===== config.mk =====
export PLATFORM = sky130hd
export DESIGN_NAME = fp_mul_iter
export DESIGN_NICKNAME = d
export VERILOG_FILES = /design/src/rtl/fp_mul_pkg.sv /design/src/rtl/fp_sig_shiftadd.sv /design/src/rtl/fp_mul_iter.sv
export SDC_FILE = /design/constraint.sdc
export NUM_CORES = 1
export LEC_CHECK = 0
export ABC_CLOCK_PERIOD_IN_PS = 3900
export CAP_MARGIN = 20
export CORE_MARGIN = 2
export CORE_UTILIZATION = 40
export DETAILED_ROUTE_END_ITERATION = 16
export PLACE_DENSITY = 0.6
export SKIP_CTS_REPAIR_TIMING = 1
export SYNTH_ARGS = -nofsm -noshare
export SYNTH_HDL_FRONTEND = slang
export SYNTH_SLANG_ARGS = --single-unit
export TNS_END_PERCENT = 100

===== constraint.sdc =====
create_clock -name CLK -period 3.9 [get_ports CLK]
set_clock_uncertainty 0.15 [all_clocks]
set_input_delay 0.78 -clock CLK [delete_from_list [all_inputs] [get_ports CLK]]
set_output_delay 0.78 -clock CLK [all_outputs]
set_load 0.01 [all_outputs]

===== src/rtl/fp_mul_pkg.sv =====
// Shared definitions for the iterative floating-point multiplier: FSM states
// and format helpers (bias, significand width, canonical quiet NaN).
package fp_mul_pkg;

    typedef enum logic [2:0] {
        ST_IDLE   = 3'd0,
        ST_UNPACK = 3'd1,
        ST_MUL    = 3'd2,
        ST_NORM   = 3'd3,
        ST_ROUND  = 3'd4,
        ST_DONE   = 3'd5
    } state_t;

    function automatic int bias_of(input int exp_w);
        return (1 << (exp_w - 1)) - 1;
    endfunction

    function automatic int sig_w_of(input int man_w);
        return man_w + 1;
    endfunction

    // {0, all-ones exponent, quiet bit set, rest zero}, right-aligned.
    function automatic logic [63:0] qnan_of(input int exp_w, input int man_w);
        logic [63:0] one;
        one = 64'd1;
        return (((one << exp_w) - one) << man_w) | (one << (man_w - 1));
    endfunction

endpackage


===== src/rtl/fp_sig_shiftadd.sv =====
// Radix-2 shift-add unsigned multiplier: one multiplier bit per cycle, SIG_W
// cycles per product. 'done' is high during the cycle whose edge retires the last step.
module fp_sig_shiftadd
    import fp_mul_pkg::*;
#(
    parameter int SIG_W = 24
) (
    input  logic                 clk,
    input  logic                 srst,
    input  logic                 start,
    input  logic [SIG_W-1:0]     a,
    input  logic [SIG_W-1:0]     b,
    output logic                 done,
    output logic [2*SIG_W-1:0]   product
);

    localparam int CW = $clog2(SIG_W + 1);

    logic [SIG_W-1:0]   mcand_reg;
    logic [2*SIG_W-1:0] acc_reg;
    logic [CW-1:0]      count_reg;
    logic [SIG_W:0]     partial;

    // Upper half accumulates; the multiplier drains out of the lower half.
    assign partial = {1'b0, acc_reg[2*SIG_W-1:SIG_W]}
                   + (acc_reg[0] ? {1'b0, mcand_reg} : '0);

    always_ff @(posedge clk) begin
        if (srst) begin
            mcand_reg <= '0;
            acc_reg   <= '0;
            count_reg <= '0;
        end else if (start) begin
            mcand_reg <= a;
            acc_reg   <= {{SIG_W{1'b0}}, b};
            count_reg <= CW'(SIG_W);
        end else if (count_reg != '0) begin
            acc_reg   <= {partial, acc_reg[SIG_W-1:1]};
            count_reg <= count_reg - CW'(1);
        end
    end

    assign done    = (count_reg == CW'(1));
    assign product = acc_reg;

endmodule


===== src/rtl/fp_mul_iter.sv =====
// IEEE-754 multiplier with denormal flush, RNE rounding and exception flags;
// Start/Busy/Done handshake around an iterative significand multiplier.
module fp_mul_iter
    import fp_mul_pkg::*;
#(
    parameter int EXP_W = 8,
    parameter int MAN_W = 23
) (
    input  logic                   CLK,
    input  logic                   Reset,
    input  logic                   Start,
    input  logic [EXP_W+MAN_W:0]   Multiplier,
    input  logic [EXP_W+MAN_W:0]   Multiplicand,
    output logic                   Busy,
    output logic                   Done,
    output logic [EXP_W+MAN_W:0]   Out,
    output logic                   Overflow,
    output logic                   Underflow,
    output logic                   Invalid
);

    localparam int FW    = EXP_W + MAN_W + 1;
    localparam int XW    = EXP_W + 2;
    localparam int BIAS  = bias_of(EXP_W);
    localparam int SIG_W = sig_w_of(MAN_W);
    localparam logic [FW-1:0]    QNAN     = FW'(qnan_of(EXP_W, MAN_W));
    localparam logic [EXP_W-1:0] EXP_ONES = '1;

    state_t               state_reg;
    logic                 busy_reg, done_reg;
    logic [FW-1:0]        a_reg, b_reg, res_reg, out_reg;
    logic                 sign_reg;
    logic [XW-1:0]        exp_reg;
    logic [SIG_W-1:0]     mant_reg;
    logic                 guard_reg, round_reg, sticky_reg;
    logic                 ovf_pend_reg, unf_pend_reg, inv_pend_reg;
    logic                 ovf_reg, unf_reg, inv_reg;

    logic [EXP_W-1:0]     ea, eb;
    logic [MAN_W-1:0]     fa, fb;
    logic                 sign_ab, a_zero, b_zero, a_inf, b_inf, a_nan, b_nan;
    logic                 special, invalid_case;
    logic [XW-1:0]        exp_sum;

    assign ea      = a_reg[FW-2 -: EXP_W];
    assign eb      = b_reg[FW-2 -: EXP_W];
    assign fa      = a_reg[MAN_W-1:0];
    assign fb      = b_reg[MAN_W-1:0];
    assign sign_ab = a_reg[FW-1] ^ b_reg[FW-1];
    assign a_zero  = (ea == '0);
    assign b_zero  = (eb == '0);
    assign a_inf   = (ea == EXP_ONES) && (fa == '0);
    assign b_inf   = (eb == EXP_ONES) && (fb == '0);
    assign a_nan   = (ea == EXP_ONES) && (fa != '0);
    assign b_nan   = (eb == EXP_ONES) && (fb != '0);
    assign special      = a_zero | b_zero | (ea == EXP_ONES) | (eb == EXP_ONES);
    assign invalid_case = a_nan | b_nan | (a_inf & b_zero) | (a_zero & b_inf);
    // Two spare bits keep both the sub-zero and the above-max range representable.
    assign exp_sum = {2'b00, ea} + {2'b00, eb} - XW'(BIAS);

    logic                 mul_start, mul_done;
    logic [2*SIG_W-1:0]   product;

    assign mul_start = (state_reg == ST_UNPACK) && !special;

    fp_sig_shiftadd #(.SIG_W(SIG_W)) u_sig_mul (
        .clk     (CLK),
        .srst    (Reset),
        .start   (mul_start),
        .a       ({1'b1, fa}),
        .b       ({1'b1, fb}),
        .done    (mul_done),
        .product (product)
    );

    logic                 norm_hi, norm_g, norm_r, norm_s;
    logic [SIG_W-1:0]     norm_mant;

    assign norm_hi = product[2*SIG_W-1];

    always_comb begin
        if (norm_hi) begin
            norm_mant = product[2*SIG_W-1 -: SIG_W];
            norm_g    = product[SIG_W-1];
            norm_r    = product[SIG_W-2];
            norm_s    = |product[SIG_W-3:0];
        end else begin
            norm_mant = product[2*SIG_W-2 -: SIG_W];
            norm_g    = product[SIG_W-2];
            norm_r    = product[SIG_W-3];
            norm_s    = |product[SIG_W-4:0];
        end
    end

    logic                 round_up, rnd_ovf, rnd_unf;
    logic [SIG_W:0]       mant_sum;
    logic [XW-1:0]        exp_rnd;

    assign round_up = guard_reg & (round_reg | sticky_reg | mant_reg[0]);
    // On carry-out the low bits of mant_sum are already zero, so frac needs no fix-up.
    assign mant_sum = {1'b0, mant_reg} + (SIG_W+1)'(round_up);
    assign exp_rnd  = exp_reg + XW'(mant_sum[SIG_W]);
    assign rnd_ovf  = !exp_rnd[XW-1] && (exp_rnd[XW-2:0] >= {1'b0, EXP_ONES});
    assign rnd_unf  = exp_rnd[XW-1] || (exp_rnd == '0);

    always_ff @(posedge CLK) begin
        if (Reset) begin
            state_reg    <= ST_IDLE;
            busy_reg     <= 1'b0;
            done_reg     <= 1'b0;
            out_reg      <= '0;
            ovf_reg      <= 1'b0;
            unf_reg      <= 1'b0;
            inv_reg      <= 1'b0;
            a_reg        <= '0;
            b_reg        <= '0;
            res_reg      <= '0;
            sign_reg     <= 1'b0;
            exp_reg      <= '0;
            mant_reg     <= '0;
            guard_reg    <= 1'b0;
            round_reg    <= 1'b0;
            sticky_reg   <= 1'b0;
            ovf_pend_reg <= 1'b0;
            unf_pend_reg <= 1'b0;
            inv_pend_reg <= 1'b0;
        end else begin
            done_reg <= 1'b0;
            case (state_reg)
                ST_IDLE: begin
                    if (Start) begin
                        a_reg     <= Multiplier;
                        b_reg     <= Multiplicand;
                        busy_reg  <= 1'b1;
                        ovf_reg   <= 1'b0;
                        unf_reg   <= 1'b0;
                        inv_reg   <= 1'b0;
                        state_reg <= ST_UNPACK;
                    end
                end
                ST_UNPACK: begin
                    sign_reg     <= sign_ab;
                    ovf_pend_reg <= 1'b0;
                    unf_pend_reg <= 1'b0;
                    inv_pend_reg <= 1'b0;
                    if (special) begin
                        state_reg <= ST_DONE;
                        if (invalid_case) begin
                            res_reg      <= QNAN;
                            inv_pend_reg <= 1'b1;
                        end else if (a_inf || b_inf) begin
                            res_reg <= {sign_ab, EXP_ONES, {MAN_W{1'b0}}};
                        end else begin
                            res_reg <= {sign_ab, {(FW-1){1'b0}}};
                        end
                    end else begin
                        exp_reg   <= exp_sum;
                        state_reg <= ST_MUL;
                    end
                end
                ST_MUL: begin
                    if (mul_done) state_reg <= ST_NORM;
                end
                ST_NORM: begin
                    mant_reg   <= norm_mant;
                    guard_reg  <= norm_g;
                    round_reg  <= norm_r;
                    sticky_reg <= norm_s;
                    exp_reg    <= exp_reg + XW'(norm_hi);
                    state_reg  <= ST_ROUND;
                end
                ST_ROUND: begin
                    if (rnd_ovf) begin
                        res_reg      <= {sign_reg, EXP_ONES, {MAN_W{1'b0}}};
                        ovf_pend_reg <= 1'b1;
                    end else if (rnd_unf) begin
                        res_reg      <= {sign_reg, {(FW-1){1'b0}}};
                        unf_pend_reg <= 1'b1;
                    end else begin
                        res_reg <= {sign_reg, exp_rnd[EXP_W-1:0], mant_sum[MAN_W-1:0]};
                    end
                    state_reg <= ST_DONE;
                end
                ST_DONE: begin
                    out_reg   <= res_reg;
                    ovf_reg   <= ovf_pend_reg;
                    unf_reg   <= unf_pend_reg;
                    inv_reg   <= inv_pend_reg;
                    done_reg  <= 1'b1;
                    busy_reg  <= 1'b0;
                    state_reg <= ST_IDLE;
                end
                default: state_reg <= ST_IDLE;
            endcase
        end
    end

    assign Busy      = busy_reg;
    assign Done      = done_reg;
    assign Out       = out_reg;
    assign Overflow  = ovf_reg;
    assign Underflow = unf_reg;
    assign Invalid   = inv_reg;

endmodule


Word level (Yosys, flattened, before mapping) --
Index checks and enable logic that the tools add are counted.
Operators by class: equality and inequality tests 15, reductions and logical operators 33, mux-type cells 35, bitwise operators 12, add/sub/neg operators 7, order comparisons 1
Operators by type and width (count):
- two-way mux 24 bit | 4
- two-way mux 31 bit | 3
- two-way mux 32 bit | 2
- case mux 32 bit (2 select lines) | 1
- zero test 23 bit | 2
- nonzero test 23 bit | 2
- adder 24 x 1 -> 25 bit | 1
- adder 24 x 24 -> 25 bit | 1
- OR reduction 22 bit | 1
- OR reduction 21 bit | 1
- adder 10 x 1 -> 10 bit | 2
- case mux 10 bit (2 select lines) | 1
- equality test 8 bit (second input constant) | 2
- zero test 8 bit | 2
- case mux 3 bit (5 select lines) | 1
- inequality test 2 bit (second input constant) | 7
- case mux 1 bit (2 select lines) | 6
- AND reduction 2 bit | 6
- two-way mux 1 bit | 11
- zero test 10 bit | 1
- two-way mux 10 bit | 1
- two-way mux 5 bit | 2
- subtractor 9 x 7 -> 10 bit (second input constant) | 1
- adder 8 x 8 -> 9 bit | 1
- other kinds (18) | 41
Storage, ports and cells: word-level logic and storage cells 127, register bits 254, input bits 67

Longest topological paths before layout --
Gate-level depths: netlist of the first run.
depth after elaboration 10, depth in mapped cells 17, mapped depth without buffers 15

Modules after synthesis --
Synthesis of the first run repeated with hierarchy kept, for this count alone.
Unflattened totals: cells, all modules 1554, area, all modules 12519.5 µm²
By module, submodules not included:
- fp_mul_iter | seq. area each 3543.4 µm², times used 1, area each 8030.2 µm², cells each 978
- fp_sig_shiftadd | seq. area each 1541.5 µm², times used 1, area each 4489.3 µm², cells each 576

Worst setup path before layout of the first run --
Ideal clock, no wire load.
path type reg2reg, start register guard_reg, end register res_reg[20], setup slack 0.503 ns, path buffers 2, period minus slack after synthesis 3.397 ns, cell stages (with the launch flop) 17, arrival 3.132 ns, cells stage by stage dfxtp_1 and2_1 ha_1 and2_1 nand3_1 nor3_1 and3_1 ha_1 buf_6 and4_4 nand4_1 xnor2_1 or4_4 nand3_4 or2_4 buf_12 o21ai_2
On the way: cells in the longest elaborated chain, start to end 8, elaborated cells on any way between the ends 11, classes of those cells add/sub (2); order compare (1); mux (3); bitwise (1); reduce/logical (4)
RTL lines:
- from (decl) | line fp_mul_iter.sv:35 | logic guard_reg, round_reg, sticky_reg;
- from (signal assigned) | line fp_mul_iter.sv:166 | guard_reg <= norm_g;
- bitwise AND 1 bit (*) | line fp_mul_iter.sv:99 | assign round_up = guard_reg & (round_reg | sticky_reg | mant_reg[0]);
- adder 24 x 1 -> 25 bit (*) | line fp_mul_iter.sv:101 | assign mant_sum = {1'b0, mant_reg} + (SIG_W+1)'(round_up);
- parallel branches: the longest is 4 deep, another holds adder 10 x 1 -> 10 bit
- two-way mux 31 bit (*) | line fp_mul_iter.sv:173 | if (rnd_ovf) begin
- case mux 32 bit (2 select lines) (*) | line fp_mul_iter.sv:129 | case (state_reg)
- to (signal assigned) | line fp_mul_iter.sv:174 | res_reg <= {sign_reg, EXP_ONES, {MAN_W{1'b0}}};
- to (signal assigned) | line fp_mul_iter.sv:177 | res_reg <= {sign_reg, {(FW-1){1'b0}}};
- to (signal assigned) | line fp_mul_iter.sv:180 | res_reg <= {sign_reg, exp_rnd[EXP_W-1:0], mant_sum[MAN_W-1:0]};
- to (decl) | line fp_mul_iter.sv:31 | logic [FW-1:0] a_reg, b_reg, res_reg, out_reg;
Every way passes the cells marked *. A chain may end at the register's enable or synchronous reset.

Final worst setup path of the first run --
start register guard_reg, end register res_reg[5]
The elaborated chain is that of the path after synthesis.

==> results.cfg, run 1 <==
[placement]
gp_congestion = 0.835
post-place-ws_ns = 0.115
dpl.cell_count = 1933
io_buffers = 103
dp_hpwl_um = 19800

[global_route]
grt_pass1_wl_um = 46100
antenna_found_initial = 0
grt_overflow = 0
grt_pass1_vias = 9133
grtUsageTotal_pct = 17.4
grt_max_degree = 120

[worst_setup_path]
path_max_fanout = 10
crit_required_ns = 4.21
critPathCaptureType = register
path_class = reg -> reg
arrival_ns = 3.86
cp-start-kind = register

[timing]
slew_viol_final = 0
timing.final.crit_period_ns = 3.54
finalHoldViolations = 0
tightest_slew_ns = 0.910
worst_slack_ns = 0.357
tns_ns = 0
rsz0062_at_grt = false
timing.final.crit_share_pct = 90.9
slew_headroom_pct = 39.1
fmax_mhz = 282
finalSetupViolations = 0
whs_ns = 0.299

[synth]
synth_top_cell_by_area = dfxtp_1
synth_cell_types = 62
netlist.area_leader.share_pct = 42.3
synth_most_common_cell = nand2_1
synthFlopType = dfxtp_1
synth.area.top_cells = dfxtp_1, nand2_1, a21oi_1, ha_1, nor2_1
synth_nets = 1633
synth_seq_cells = 254
yosysWarnings = 0
yosysSeqAreaShare_pct = 42.3
netlist_area_sq_mm = 0.0120
syn_inst = 1517
ys_top_cells_by_count = nand2_1, dfxtp_1, a21oi_1
synth_edf_count = 0
synth.avg_cell_area_sq_um = 7.92
synthArstFlopShare_pct = 0

[layout]
fin_cells = 1985
nets = 1690
drive_gt1_share_pct = 5.71
largest_reg_flops = 48
nFillCells = 2990
syn_to_final_growth_pct = 19.0
n_antenna_cell = 0
fin_util_pct = 48.2

[floorplan]
fp.dieW_um = 177
coreArea_sq_mm = 0.0296
dieArea_sq_mm = 0.0314
pin_count = 104
die_y_um = 177
start_util_pct = 40.5
fp-row-count = 63

[route]
drt_iter0_drc = 606
drtAntennaViolNets = 0
wire_per_inst_um = 14.0
viasPerCell = 5.14
remaining_drc_errors = 0
vias = 10200
drt_wl_total_um = 27800
dr.pass1.iters = 5

[cts]
insertion_delay_ns = 0.54
clk_pin_slew_ns = 0.06
htreeDepth = 1
clk_path_buf_depth = 3
cts_buffers = 28
clockRootBuffer = clkbuf_16
tritoncts = yes
cts.sinks = 254

[outcome]
status = completed

[min_path]
hp-class = reg -> reg

[power]
power_density_mw_per_mm2 = 561
peakVddDrop_v = 0.000312
p_leak_nw = 5.13

[job]
max-cap-violations = 0
==> cells by family (layout without fill, tap and decap cells) <==
group | Yosys count | after routing | synth area share (%)
muxes | 25 | 25 | 2.08
buffers and inverters | 115 | 192 | 4.04
xor gates and xnor gates | 59 | 59 | 4.30
and+or+nand+nor | 665 | 666 | 24.2
DFF | 254 | 254 | 42.3
AOI/OAI and AO/OA | 350 | 350 | 17.8
adders and majority gates | 49 | 49 | 5.23
==> routing by layer <==
layer | vias up | part of all wire, % | GRT usage, %
li1 | 5365 | - | -
met1 | 4573 | 52 | 26.8
met2 | 236 | 42 | 25.8
met3 | 30 | 4.6 | 2.19
met4 | 0 | 1.7 | 3.62
met5 | - | 0 | 0
==> path summary, 6_finish.rpt <==
check | from | end | slack (ns) | depth (start not counted)
min reg2reg | u_sig_mul.mcand_reg[13]$_SDFFE_PP0P_ | u_sig_mul.mcand_reg[13]$_SDFFE_PP0P_ | 0.30 | 2
min | u_sig_mul.mcand_reg[13]$_SDFFE_PP0P_ | u_sig_mul.mcand_reg[13]$_SDFFE_PP0P_ | 0.30 | 2
max | guard_reg$_SDFFE_PP0P_ | res_reg[5]$_SDFFE_PP0P_ | 0.36 | 15
max reg2reg | guard_reg$_SDFFE_PP0P_ | res_reg[5]$_SDFFE_PP0P_ | 0.36 | 15
==> critical path, stage by stage (launching register included) <==
cell     delay (ns)
dfxtp_1        0.36
and2_1         0.20
ha_1           0.22
and2_1         0.20
nand3_1        0.10
nor3_2         0.19
and3_1         0.21
ha_2           0.22
and4_2         0.30
nand3_1        0.13
nor2_1         0.15
xor2_1         0.11
a31oi_2        0.22
nand3_4        0.18
or2_4          0.35
o21ai_0        0.17
==> layout by cell type (no fill, tap or decap), types with 31 or more instances in the layout <==
cell type | netlist | layout
dfxtp_1 | 254 | 254
a211oi_1 | 42 | 42
nor2_1 | 123 | 122
a21oi_1 | 176 | 176
clkdlybuf4s50_1 | 0 | 102
xnor2_1 | 35 | 35
nand3_1 | 31 | 31
ha_1 | 47 | 46
o21ai_0 | 40 | 40
nand2_1 | 378 | 378
==> per-stage QoR <==
step	power, W	instance area [sq um]
floorplan	0.00473	12000
global placement	0.00529	13300
detailed placement	0.00533	13300
CTS	0.00808	14300
global route	0.00849	14300
finish	0.00801	14300
==> power breakdown <==
group | internal (W) | total (W) | switching [W] | leakage, nW
clock | 0.00169 | 0.00274 | 0.00105 | 0.480
sequential | 0.00294 | 0.00327 | 0.000328 | 2.06
combinational | 0.000733 | 0.00201 | 0.00128 | 2.58
total | 0.00536 | 0.00801 | 0.00265 | 5.13
==> final cells by class <==
type	instances	area, sq um	share of cell area (%)
Inverter	17	63.8	0.447
Sequential cell	254	5080	35.6
Tap cell	390	488	3.42
Timing Repair Buffer	124	1210	8.50
Clock buffer	41	841	5.88
Clock inverter	10	131	0.919
Multi-Input combinational cell	1149	6460	45.2
No activity file was read; power rests on OpenSTA's default activity.
==> run 2, diff against run 1 <==
Settings changed: CTS_BUF_LIST set to sky130_fd_sc_hd__clkbuf_4.
==> results.cfg, run 2 (synthesis gave the netlist of run 1 again) <==
[global_route]
grt_max_degree = 120
antenna_found_initial = 1
grt_overflow = 0
grt_pass1_wl_um = 46600
grt_pass1_vias = 9503
grtUsageTotal_pct = 17.8

[route]
wire_per_inst_um = 13.7
remaining_drc_errors = 0
viasPerCell = 5.05
drt_wl_total_um = 28100
drt_iter0_drc = 567
drtAntennaViolNets = 0
dr_wl_met2_um = 11600
dr_wl_met3_um = 1560
dr.pass1.iters = 5
vias = 10400
m1WireLength_um = 14500
top_layer = met4

[worst_setup_path]
crit_required_ns = 4.34
critPathSlowestCell = dfxtp_1
r2r_slack_ns = 0.31
arrival_ns = 4.03
path_max_fanout = 9
cp_slowest_stage_delay_ns = 0.36
cp-start-kind = register
path_cells = and2_1, ha_1, and2_1, nand3_1, nor3_2, and3_1, ha_2, and4_2, nand3_1, nor2_1, xor2_1, a31oi_2, nand3_4, or2_4, buf_12, o21ai_2
path_class = reg -> reg
critPathCaptureType = register

[timing]
fmax_mhz = 279
rsz0062_at_grt = false
finalHoldViolations = 0
worst_slack_ns = 0.311
tns_ns = 0
tightest_slew_ns = 0.912
timing.final.crit_period_ns = 3.59
slew_headroom_pct = 39.0
timing.final.crit_share_pct = 92.0
finalSetupViolations = 0
slew_viol_final = 0

[job]
max-cap-violations = 0

[layout]
largest_reg_flops = 48
fin_area_sq_mm = 0.0143
syn_to_final_growth_pct = 19.0
fin_cells = 2058
nFillCells = 3010
multiInputGateArea_sq_mm = 0.00646
regArea_sq_mm = 0.00508
drive_gt1_share_pct = 9.84
final_cell_mix = nand2_1, dfxtp_1, a21oi_1, nor2_1, clkbuf_4
fin_util_pct = 48.2
nets = 1735
layout.cells.most_common = nand2_1

[floorplan]
coreArea_sq_mm = 0.0296
die_y_um = 177
fp-row-count = 63
pin_count = 104
fp.dieW_um = 177
start_util_pct = 40.5
dieArea_sq_mm = 0.0314

[placement]
post-place-ws_ns = 0.115
dp_hpwl_um = 19800
io_buffers = 103
placed_area_sq_mm = 0.0133
dpl.cell_count = 1933
gp_congestion = 0.835

[power]
power_density_mw_per_mm2 = 547
peakVddDrop_v = 0.000260
p_leak_nw = 5.23

[cts]
clockRootBuffer = clkbuf_4
clk_path_buf_depth = 3
insertion_delay_ns = 0.67
tritoncts = yes
clk_pin_slew_ns = 0.06
cts.sinks = 254
htreeDepth = 3
cts_buffers = 71

[min_path]
hp-class = reg -> reg

[outcome]
status = completed
run 2: where the power goes:
group / internal (W) / switching (W)
sequential: 0.00294 / 0.000326
combinational: 0.000734 / 0.00127
clock: 0.00147 / 0.00107
total: 0.00514 / 0.00267
run 2: routing by layer:
layer  global-route usage [%]  vias up
met2                     26.0      255
met5                        0        -
met4                     6.08        0
met1                     26.0     4616
li1                         -     5490
met3                     3.41       42
run 2: critical path, delay by kind of cell (launching register included):
family,cells,cell delay [ns]
DFF,1,0.36
AOI/OAI and AO/OA,2,0.34
buffers and inverters,1,0.15
adders and majority gates,2,0.44
and+or+nand+nor,10,1.99
xor gates and xnor gates,1,0.11
run 2: stage by stage:
stage | hold slack [ns] | total power [W]
after global routing | 0.318 | 0.00834
after floorplan | 0.275 | 0.00473
after detailed placement | 0.293 | 0.00533
final | 0.298 | 0.00781
after CTS | 0.301 | 0.00793
after global placement | 0.288 | 0.00529
run 2: worst paths after layout:
| check | depth (start not counted) | start | end |
|---|---|---|---|
| hold reg to reg | 2 | res_reg[22]$_SDFFE_PP0P_ | Out[22]$_SDFFE_PP0P_ |
| setup reg to reg | 16 | guard_reg$_SDFFE_PP0P_ | res_reg[17]$_SDFFE_PP0P_ |
| hold / removal | 2 | res_reg[22]$_SDFFE_PP0P_ | Out[22]$_SDFFE_PP0P_ |
| setup / recovery | 16 | guard_reg$_SDFFE_PP0P_ | res_reg[17]$_SDFFE_PP0P_ |
run 2: cell type report:
| cell class | count | area share, % |
|---|---|---|
| Multi-Input combinational cell | 1148 | 45.2 |
| Sequential cell | 254 | 35.6 |
| Timing Repair Buffer | 127 | 8.74 |
| Clock buffer | 110 | 5.78 |
| Tap cell | 390 | 3.41 |
| Clock inverter | 11 | 0.875 |
| Inverter | 17 | 0.446 |
| Antenna cell | 1 | 0.0175 |
==> run 3, diff against run 2 <==
Settings changed: SLEW_MARGIN set to 20.
==> results of run 3 <==
No change in the layout: final DEF, timing and power equal those of run 2.
